$ cat config.mk
export PLATFORM = sky130hd
export DESIGN_NAME = hex_keypad_scanner
export DESIGN_NICKNAME = d
export VERILOG_FILES = /design/src/rtl/keypad_pkg.sv /design/src/rtl/sync_2ff.sv /design/src/rtl/hex_keypad_scanner.sv
export SDC_FILE = /design/constraint.sdc
export NUM_CORES = 1
export LEC_CHECK = 0
export ABC_AREA = 1
export CORE_UTILIZATION = 55
export CTS_CLUSTER_SIZE = 20
export DETAILED_ROUTE_END_ITERATION = 6
export PLACE_DENSITY = 0.89
export SLEW_MARGIN = 20
export SYNTH_ARGS = -nofsm -noshare
export SYNTH_HDL_FRONTEND = slang
export SYNTH_SLANG_ARGS = --single-unit
$ cat constraint.sdc
create_clock -name clk -period 4.5 [get_ports clk]
set_input_delay 1.125 -clock clk [delete_from_list [all_inputs] [get_ports clk]]
set_output_delay 1.125 -clock clk [all_outputs]
set_load 0.05 [all_outputs]
$ cat src/rtl/keypad_pkg.sv
// Shared types and constants for the 4x4 hex keypad scanner.
package keypad_pkg;

    // Scanner FSM states.
    typedef enum logic [1:0] {
        StScan,
        StDebounce,
        StPressed
    } scan_state_e;

    // Keymap flattened as 16 nibbles; nibble index = row * 4 + col.
    //   r0: 1 2 3 A   r1: 4 5 6 B   r2: 7 8 9 C   r3: 0 F E D
    localparam logic [63:0] KeyMap = 64'hDEF0_C987_B654_A321;

    // Hex value of the key at (row, col).
    function automatic logic [3:0] key_lookup(input logic [1:0] row, input logic [1:0] col);
        logic [5:0] base;
        base = {row, col, 2'b00};
        return KeyMap[base +: 4];
    endfunction

    // Lowest-index row that reads low; only meaningful when at least one row is low.
    function automatic logic [1:0] first_low_row(input logic [3:0] rows_n);
        logic [1:0] idx;
        if (!rows_n[0]) begin
            idx = 2'd0;
        end else if (!rows_n[1]) begin
            idx = 2'd1;
        end else if (!rows_n[2]) begin
            idx = 2'd2;
        end else begin
            idx = 2'd3;
        end
        return idx;
    endfunction

endpackage

$ cat src/rtl/sync_2ff.sv
// Two-flop synchronizer for asynchronous multi-bit level inputs.
module sync_2ff #(
    parameter int unsigned     Width    = 4,
    parameter logic [Width-1:0] ResetVal = '1
) (
    input  logic             clk,
    input  logic             reset,
    input  logic [Width-1:0] d,
    output logic [Width-1:0] q
);

    logic [Width-1:0] stage1_q;
    logic [Width-1:0] stage2_q;

    // Two back-to-back flops; reset to the idle (pulled-up) level.
    always_ff @(posedge clk) begin
        if (reset) begin
            stage1_q <= ResetVal;
            stage2_q <= ResetVal;
        end else begin
            stage1_q <= d;
            stage2_q <= stage1_q;
        end
    end

    assign q = stage2_q;

endmodule

$ cat src/rtl/hex_keypad_scanner.sv
// 4x4 hex keypad scanner: column scan, debounce, press/release tracking and a
// four-digit accumulator of accepted keys.
module hex_keypad_scanner
    import keypad_pkg::*;
#(
    parameter int unsigned SCAN_DIV       = 100_000,
    parameter int unsigned DEBOUNCE_SCANS = 4
) (
    input  logic        clk,
    input  logic        reset,
    input  logic [3:0]  row_n,
    input  logic        clear,
    output logic [3:0]  col_n,
    output logic [3:0]  key_code,
    output logic        key_valid,
    output logic        key_held,
    output logic [15:0] key_accum
);

    localparam int unsigned TickW = (SCAN_DIV > 1) ? $clog2(SCAN_DIV) : 1;
    localparam int unsigned CntW  = (DEBOUNCE_SCANS > 1) ? $clog2(DEBOUNCE_SCANS + 1) : 1;
    localparam logic [TickW-1:0] TickLast = TickW'(SCAN_DIV - 1);
    // DEBOUNCE_SCANS of 0 behaves like 1.
    localparam logic [CntW-1:0]  DebTarget = (DEBOUNCE_SCANS > 1) ? CntW'(DEBOUNCE_SCANS)
                                                                   : CntW'(1);

    logic [3:0]       row_sync;
    logic [TickW-1:0] tick_cnt_q;
    logic             tick;

    scan_state_e      state_q, state_d;
    logic [1:0]       col_q, col_d;
    logic [1:0]       row_q, row_d;
    logic [CntW-1:0]  deb_cnt_q, deb_cnt_d;
    logic [CntW-1:0]  rel_cnt_q, rel_cnt_d;
    logic [CntW-1:0]  deb_inc, rel_inc;
    logic             row_low;
    logic             accept;
    logic [3:0]       accept_code;

    logic [3:0]       key_code_q;
    logic             key_valid_q;
    logic [15:0]      key_accum_q;

    sync_2ff #(
        .Width    (4),
        .ResetVal (4'b1111)
    ) u_row_sync (
        .clk   (clk),
        .reset (reset),
        .d     (row_n),
        .q     (row_sync)
    );

    assign tick = (tick_cnt_q == TickLast);

    // Free-running dwell counter; wraps on tick regardless of FSM state.
    always_ff @(posedge clk) begin
        if (reset) begin
            tick_cnt_q <= '0;
        end else if (tick) begin
            tick_cnt_q <= '0;
        end else begin
            tick_cnt_q <= tick_cnt_q + TickW'(1);
        end
    end

    // FSM, column, latched row and debounce/release counters.
    always_ff @(posedge clk) begin
        if (reset) begin
            state_q   <= StScan;
            col_q     <= 2'd0;
            row_q     <= 2'd0;
            deb_cnt_q <= '0;
            rel_cnt_q <= '0;
        end else begin
            state_q   <= state_d;
            col_q     <= col_d;
            row_q     <= row_d;
            deb_cnt_q <= deb_cnt_d;
            rel_cnt_q <= rel_cnt_d;
        end
    end

    // Next-state logic; every transition is gated by tick.
    always_comb begin
        state_d   = state_q;
        col_d     = col_q;
        row_d     = row_q;
        deb_cnt_d = deb_cnt_q;
        rel_cnt_d = rel_cnt_q;
        accept    = 1'b0;
        row_low   = ~row_sync[row_q];
        deb_inc   = deb_cnt_q + CntW'(1);
        rel_inc   = rel_cnt_q + CntW'(1);

        if (tick) begin
            unique case (state_q)
                StScan: begin
                    if (row_sync != 4'b1111) begin
                        // Latch the key; the column stays driven from here on.
                        row_d     = first_low_row(row_sync);
                        deb_cnt_d = CntW'(1);
                        rel_cnt_d = '0;
                        if (DebTarget == CntW'(1)) begin
                            state_d = StPressed;
                            accept  = 1'b1;
                        end else begin
                            state_d = StDebounce;
                        end
                    end else begin
                        col_d = col_q + 2'd1;
                    end
                end
                StDebounce: begin
                    if (row_low) begin
                        deb_cnt_d = deb_inc;
                        if (deb_inc >= DebTarget) begin
                            state_d   = StPressed;
                            rel_cnt_d = '0;
                            accept    = 1'b1;
                        end
                    end else begin
                        // Bounce: drop the candidate and keep scanning.
                        state_d   = StScan;
                        deb_cnt_d = '0;
                        col_d     = col_q + 2'd1;
                    end
                end
                StPressed: begin
                    if (!row_low) begin
                        if (rel_inc >= DebTarget) begin
                            state_d   = StScan;
                            rel_cnt_d = '0;
                            deb_cnt_d = '0;
                            col_d     = col_q + 2'd1;
                        end else begin
                            rel_cnt_d = rel_inc;
                        end
                    end else begin
                        rel_cnt_d = '0;
                    end
                end
                default: begin
                    state_d = StScan;
                end
            endcase
        end

        accept_code = key_lookup(row_d, col_q);
    end

    // Accepted-key outputs; clear takes priority over the accumulator shift.
    always_ff @(posedge clk) begin
        if (reset) begin
            key_code_q  <= 4'h0;
            key_valid_q <= 1'b0;
            key_accum_q <= 16'h0000;
        end else begin
            key_valid_q <= accept;
            if (accept) begin
                key_code_q <= accept_code;
            end
            if (clear) begin
                key_accum_q <= 16'h0000;
            end else if (accept) begin
                key_accum_q <= {key_accum_q[11:0], accept_code};
            end
        end
    end

    // Output drive: one-hot-low column, held flag from the registered state.
    always_comb begin
        col_n     = ~(4'b0001 << col_q);
        key_held  = (state_q == StPressed);
        key_code  = key_code_q;
        key_valid = key_valid_q;
        key_accum = key_accum_q;
    end

endmodule

## Yosys cells after proc, flatten, opt, wreduce, memory -nomap -nowiden

Cells that the tools add are included.

| storage, ports and cells | value |
|---|---|
| register bits | 58 |

| operators by class | value |
|---|---|
| add/sub/neg operators | 4 |
| magnitude comparators | 3 |
| equal/unequal tests | 12 |
| shift-type cells | 2 |
| mux-type cells | 34 |
| bitwise logic cells | 1 |
| reduce and logical (&&, ||, !) cells | 8 |

Operators with widths:

| kind | count |
|---|---|
| variable part select 64 x 7 -> 4 bit (first input constant) | 1 |
| 2-to-1 mux 2 bit | 14 |
| 2-to-1 mux 3 bit | 9 |
| case mux 3 bit (3 select lines) | 2 |
| adder 17 x 1 -> 17 bit (second input constant) | 1 |
| equality test 17 bit (second input constant) | 1 |
| AND reduction 5 bit | 3 |
| case mux 2 bit (3 select lines) | 2 |
| inequality test 2 bit (second input constant) | 5 |
| adder 3 x 1 -> 3 bit (second input constant) | 2 |
| greater-or-equal comparator 3 bit (second input constant) | 2 |
| 2-to-1 mux 1 bit | 6 |
| AND reduction 6 bit | 1 |
| inequality test 2 x 1 -> 1 bit (second input constant) | 2 |
| inequality test 4 bit (second input constant) | 1 |
| NOT 4 bit | 1 |
| OR reduction 2 bit | 2 |
| << shifter 1 x 2 -> 4 bit (first input constant) | 1 |
| less-than comparator 2 x 3 -> 1 bit (second input constant) | 1 |
| inequality test 3 bit (second input constant) | 1 |
| nonzero test 3 bit | 1 |
| adder 2 x 1 -> 2 bit (second input constant) | 1 |
| binary-select mux 1 bit (select 2 bit) | 1 |
| equality test 2 x 1 -> 1 bit (second input constant) | 1 |
| other kinds (2) | 2 |

## Depth between registers and ports, before layout

Gate-level depths: netlist (run 1).

| depth | value |
|---|---|
| word-level depth | 7 |
| gate-level depth with buffers | 13 |
| depth with buffers taken out | 13 |

## Cells and area by module

A second synthesis (run 1) with hierarchy kept.

| unflattened totals | value |
|---|---|
| cell total of the unflattened synthesis | 367 |
| area, all modules | 2723.9 um2 |

By module, submodules not included:

| module | times used | cells an instance | area an instance (um2) |
|---|---|---|---|
| hex_keypad_scanner | 1 | 342 | 2499.9 |
| sync_2ff | 1 | 25 | 224.0 |

## Worst setup path after synthesis (run 1)

OpenSTA, ideal clock, no wires.

| timing | value |
|---|---|
| kind | register to output |
| start | reg col_q[0] |
| end | out col_n[0] |
| data arrival time | 1.002 ns |
| data required time | 3.375 ns |
| setup slack | 2.373 ns |
| stages on the path, launching flop included | 4 |
| buffers on the path | 0 |
| path through | dfxtp_1 -> inv_1 -> ha_1 -> inv_1 |

| on the way | value |
|---|---|
| word-level cells in the longest chain between the ends | 2 |

RTL lines:

| item | RTL line | RTL |
|---|---|---|
| start, declared | hex_keypad_scanner.sv:32 | `logic [1:0] col_q, col_d;` |
| start signal, assigned | hex_keypad_scanner.sv:78 | `col_q <= col_d;` |
| << shifter 1 x 2 -> 4 bit | hex_keypad_scanner.sv:174 | `col_n = ~(4'b0001 << col_q);` |
| NOT 4 bit | hex_keypad_scanner.sv:174 |  |
| end, declared | hex_keypad_scanner.sv:13 | `output logic [3:0] col_n,` |

Every way passes these cells.

## Worst setup path after layout (run 1)

Same ends and word-level chain as after synthesis.

==> results of run 1 <==
[cell type report]
class / count / area (µm²)
Inverter: 41 / 154
Clock inverter: 6 / 80.1
Sequential cell: 58 / 1160
Multi-Input combinational cell: 252 / 1520
Clock buffer: 10 / 138
Tap cell: 67 / 83.8
Fill cell: 400 / 1410
Timing Repair Buffer: 33 / 328
[power breakdown]
| group | switching [W] | internal, W |
|---|---|---|
| logic | 0.0000199 | 0.0000137 |
| registers | 0.00000337 | 0.000519 |
| clock network | 0.000203 | 0.000323 |
[synthesized netlist by cell type, types with 3 or more instances]
library cell and count:
nand2_1 67, dfxtp_1 58, inv_1 35, nor2_1 28, a21oi_1 23, nand3_1 22
nand2_2 17, ha_1 14, a21oi_2 10, or2_2 9, inv_2 6, nor2_4 6
o21ai_1 6, buf_2 5, nand4_1 5, nand3b_1 4, nor3_1 4, o211ai_1 4
xor2_1 4, clkbuf_1 3, nor3b_1 3, o21ai_0 3
[sequential cells by signal, indices dropped and copies added, names as in the netlist]
signal / flops
col_q: 2
deb_cnt_q: 3
key_accum: 16
key_code: 4
key_valid: 1
rel_cnt_q: 3
row_q: 2
state_q: 2
tick_cnt_q: 17
u_row_sync.q: 4
u_row_sync.stage1_q: 4
[worst reg2reg max path, cell delays in order, from the launching register on]
cell and delay, ns:
dfxtp_1 0.36, ha_1 0.25, nand3_4 0.16, nor2_2 0.19
nand3_4 0.15, nor2_4 0.44, inv_2 0.27, nand2_1 0.15
a21oi_2 0.06
[worst min path at each step]
| stage | endpoint | slack (ns) | cells after the start | from |
|---|---|---|---|---|
| detailed placement | u_row_sync.q[0]$_SDFF_PP1_ | 0.40 | 1 | u_row_sync.stage1_q[0]$_SDFF_PP1_ |
| floorplan | u_row_sync.q[0]$_SDFF_PP1_ | 0.39 | 1 | u_row_sync.stage1_q[0]$_SDFF_PP1_ |
| global placement | u_row_sync.q[0]$_SDFF_PP1_ | 0.39 | 1 | u_row_sync.stage1_q[0]$_SDFF_PP1_ |
| CTS | u_row_sync.q[0]$_SDFF_PP1_ | 0.42 | 1 | u_row_sync.stage1_q[0]$_SDFF_PP1_ |
| finish | u_row_sync.q[0]$_SDFF_PP1_ | 0.41 | 1 | u_row_sync.stage1_q[0]$_SDFF_PP1_ |
| global route | u_row_sync.q[1]$_SDFF_PP1_ | 0.43 | 1 | u_row_sync.stage1_q[1]$_SDFF_PP1_ |
[per-layer routing]
metal	up-vias	global-route usage, %
met5	-	0
met4	0	11.7
met3	11	7.18
met2	36	37.3
met1	1121	27.2
li1	1243	-
[logic make-up (layout without fill, tap and decap cells)]
logic type,after synthesis,in the layout
buffers and inverters,50,90
AO/OA/AOI/OAI,55,55
AND/OR/NAND/NOR,177,177
adder cells (fa/ha/maj),14,14
XOR/XNOR,6,6
flip-flops,58,58
[through the flow]
step	cells	util, %	instance area, µm²	setup slack [ns]
after floorplan	360	-	2880	2.37
after global placement	451	66.6	3250	1.65
after detailed placement	451	66.6	3250	1.57
after CTS	467	71.0	3470	1.35
after global routing	467	71.0	3470	1.25
final	467	71.0	3470	1.36
==> metrics, run 1 <==
setup TNS 0 ns; largest net degree at the start of global routing 21; Syn Nets between 300 and 400; Starting Density 59.1%; CP Max Fanout 5; endpoints failing setup 0; clock sink total 58; crit-path cells inv_1 -> ha_1 -> inv_1 -> clkdlybuf4s50_1; final hold vios 0; Crit-path slowest cell clkdlybuf4s50_1; Synth Area in Adders under 10%; Synth top area share between 40% and 50%; Mean Syn Cell Area approximately 8.0 µm²; HP Class flip-flop to flip-flop; Std-Cell Rows 25; Metal-1 WL roughly 2.5 mm; most common cell after layout, fill and taps aside nand2_1; Placer Congestion a little under 0.9; worst flop-to-flop path startpoint tick_cnt_q[0]$_SDFF_PP0_; Vias/cell approximately 5.2; Clock Skews just over 0.006 ns; CP startpoint kind flip-flop; routed vias ~2.4k; post-route ant nets 0; CP most frequent cell inv_1; DR DRC count 0; CTS tree yes; Mapped Area 2880 µm²; Clk pin slew, worst setup/hold paths roughly 0.070 ns; EDFF count, synth 0; post-synthesis cell type count 39; Crit. path cell count 4; die area 5540 µm²; Resized Gates After CTS 0; max frequency 318 MHz; die width roughly 74 µm; CP endpoint kind primary output; post-CTS setup buffer count 0; Critical Path Start col_q[0]$_SDFFE_PP0P_; Area contributors post-synth dfxtp_1, nand2_1, ha_1; Synth Warn # 0; cell area power density between 300 and 400 nW/µm²; Syn-to-layout area delta 20.2%; largest family of logic cells by synthesized area simple AND/OR/NAND/NOR gates; area fraction in compound gates after synthesis 12.4%; Clock Latency Late Sink 0.34 ns; antenna violations before repair 0; kind of critical path flip-flop to primary output; XOR/XNOR Fraction of Synth Area ~1.8%; met2 wire len ~2.7 mm; CTS Buf Count 9; All-Layer GR Usage 22.9%; vias in the first global route about 2.2k; Reg2Reg Setup Slack 2.35 ns; first drt pass iteration count 4; CP arrival around 2.0 ns; FF-to-FF path depth 8; DRT iter0 DRCs approximately 120; unrepaired setup endpoints after global routing false; Worst Tran Pin Value around 0.66 ns; global route total overflow 0; worst vdd ir 0.000276 V; Post-Synth Simple-Gate Area approximately a third; first-pass GRT wire length roughly 9.6 mm; clock root buffer clkbuf_8; Seq/Total Area, Yosys between 40% and 50%; CP peak stage delay 0.83 ns; CP Buf/Inv Count 3; clock buffer depth 2; CTS Hold Bufs 0; nets 416; Max Used Layer met4; Routed WL about 5.5 mm; met3 wire len 186 µm; routed len/inst 11.8 µm; fraction of layout cells with a size suffix above 1 19.3%; #FFs+latches synth 58; Mapped Cells between 300 and 400; Inserted Diodes 0; H-tree depth 3; min Tclk post-route around 3.1 ns; Crit path required time 3.38 ns; Lkg Pwr ~1.3 nW; # IOs 33; top cell type by total area after synthesis dfxtp_1; Core ar. slightly below 5000 µm²; crit share post-route 69.8%; final slew viol count 0; Hold WS a little over 0.4 ns; Power, Total between 0.001 and 0.0015 W; Async SR Flop Fraction 0%; maxcap violations 0; DP Wirelength approximately 4.1 mm; main flop type after synthesis dfxtp_1; most frequent cells in the layout nand2_1, dfxtp_1, inv_1, clkdlybuf4s50_1, nor2_1; mux cell area share after synthesis 0%; Worst Setup EP col_n[0]; PortBufs 32; Relative slew margins between 50% and 60%; status completed; reg2reg end key_accum[8]$_SDFFE_PP0P_; Die Y 74.4 µm; delay-heaviest family, CP buffers and inverters
(Power assumes the default switching activity.)
==> run 2: changes to the inputs <==
==> constraint.sdc (replaced) <==
create_clock -name clk -period 2.9 [get_ports clk]
set_input_delay 0.725 -clock clk [delete_from_list [all_inputs] [get_ports clk]]
set_output_delay 0.725 -clock clk [all_outputs]
set_load 0.05 [all_outputs]
==> run 2 against run 1 <==
First-iteration DRC count grew 34%. Die area is the same. Largest power group is now sequential cells. Largest cell class unchanged. Worst hold slack lost 0.0039 ns. Register-to-register slack lost 1.4 ns. Utilization shrank 0.36 points. Worst setup slack lost 1.2 ns. Clock power grew 35%.
==> metrics, run 2 (synthesized netlist as in run 1, its figures left out) <==
vias in the first global route 2,277; nets approximately 420; Die Y ~74 µm; CP arrival ~2 ns; most common cell after layout, fill and taps aside nand2_1; final worst setup slack around 0.17 ns; antenna violations before repair 0; endpoints failing setup 0; PortBufs 32; met3 Use GR under 10%; worst vdd ir about 0.00036 V; DP Wirelength about 4.3 mm; clock buffer depth 2; crit-path cells inv_1 -> ha_1 -> inv_1 -> clkdlybuf4s50_1; CTS Hold Bufs 0; Placer Congestion approximately 0.87; Clock Latency Late Sink between 0.3 and 0.4 ns; CTS tree yes; placed inst area 3260 µm²; setup TNS 0 ns; Resized Gates After CTS 0; first drt pass iteration count 4; Clk pin slew, worst setup/hold paths around 0.060 ns; CP endpoint kind primary output; CP most frequent cell inv_1; Std-Cell Rows 25; Top Usage Layer GRT met2; final slew viol count 0; global route total overflow 0; Core ar. between 4000 and 5000 µm²; # IOs 33; dpl ws about 0.53 ns; clock root buffer clkbuf_8; unrepaired setup endpoints after global routing false; Clock Skews 0.00672 ns; most frequent cells in the layout nand2_1, dfxtp_1, inv_1, clkdlybuf4s50_1, nor2_1; max frequency between 300 and 400 MHz; cell area power density 456 nW/µm²; Vias/cell about 5.2; Crit path required time about 2.2 ns; worst flop-to-flop path startpoint tick_cnt_q[0]$_SDFF_PP0_; number of flip-flops under the largest register name 17; Routed WL 5.77 mm; Critical Path Start col_q[0]$_SDFFE_PP0P_; crit share post-route between 90 and 100%; Starting Density about 59%; M1 GR Usage between 20 and 30%; Worst Tran Pin Value ~0.68 ns; largest net degree at the start of global routing 21; die width roughly 74 µm; first-pass GRT wire length between 9 and 10 mm; status completed; register with the most flip-flops tick_cnt_q; Syn-to-layout area delta 19.6%; clock sink total 58; HP Class flip-flop to flip-flop; routed len/inst 12.3 µm; kind of critical path flip-flop to primary output; Lkg Pwr between 1 and 1.5 nW; CP startpoint kind flip-flop; maxcap violations 0; die area 5540 µm²; routed vias between 2k and 2.5k; fraction of layout cells with a size suffix above 1 about a fifth; Relative slew margins 54.8%; DR DRC count 0; All-Layer GR Usage about a quarter; H-tree depth 3; post-route ant nets 0; min Tclk post-route roughly 2.7 ns; Inserted Diodes 0; Power, Total approximately 0.0016 W; post-CTS setup buffer count 0; post-layout instance area between 3000 and 4000 µm²; Hold Startpoint u_row_sync.stage1_q[0]$_SDFF_PP1_; grt met2 use about two fifths; CTS Buf Count 9; CP Max Fanout 5; final hold vios 0; Crit-path slowest cell clkdlybuf4s50_1; CP peak stage delay 0.82 ns; DRT iter0 DRCs between 150 and 200
-- run 2: worst max-delay path: cells and delay by family, from the launching register on --
family,cells,cell delay [ns]
fa+ha+maj,1,0.22
buf+inv,3,1.03
flops,1,0.40
-- run 2: final timing paths --
path | endpoint | slack [ns] | cells past startpoint
setup / recovery | col_n[2] | 0.17 | 4
hold / removal | u_row_sync.q[0]$_SDFF_PP1_ | 0.41 | 1
setup reg to reg | key_accum[1]$_SDFFE_PP0P_ | 0.98 | 10
hold reg to reg | u_row_sync.q[0]$_SDFF_PP1_ | 0.41 | 1
-- run 2: report_power, final --
group          switching, W  internal (W)
combinational     0.0000318     0.0000223
sequential       0.00000543      0.000805
clock              0.000318      0.000390
-- run 2: routing by layer --
metal,wire [µm],vias up
met3,242,14
met4,124,0
met1,2590,1138
met2,2810,53
met5,0,-
li1,-,1248
-- run 2: layout make-up --
| cell class | instances | area (µm²) |
|---|---|---|
| Tap cell | 67 | 83.8 |
| Clock buffer | 10 | 128 |
| Fill cell | 408 | 1430 |
| Clock inverter | 6 | 57.6 |
| Multi-Input combinational cell | 252 | 1520 |
| Sequential cell | 58 | 1160 |
| Inverter | 41 | 154 |
| Timing Repair Buffer | 35 | 343 |
-- run 2: metrics by stage --
stage                     utilization (%)  hold WS, ns  instances
after floorplan                         -        0.389        360
after detailed placement             66.9        0.394        453
after global routing                 70.7        0.428        469
after CTS                            70.7        0.409        469
after global placement               66.9        0.392        453
final                                70.7        0.407        469
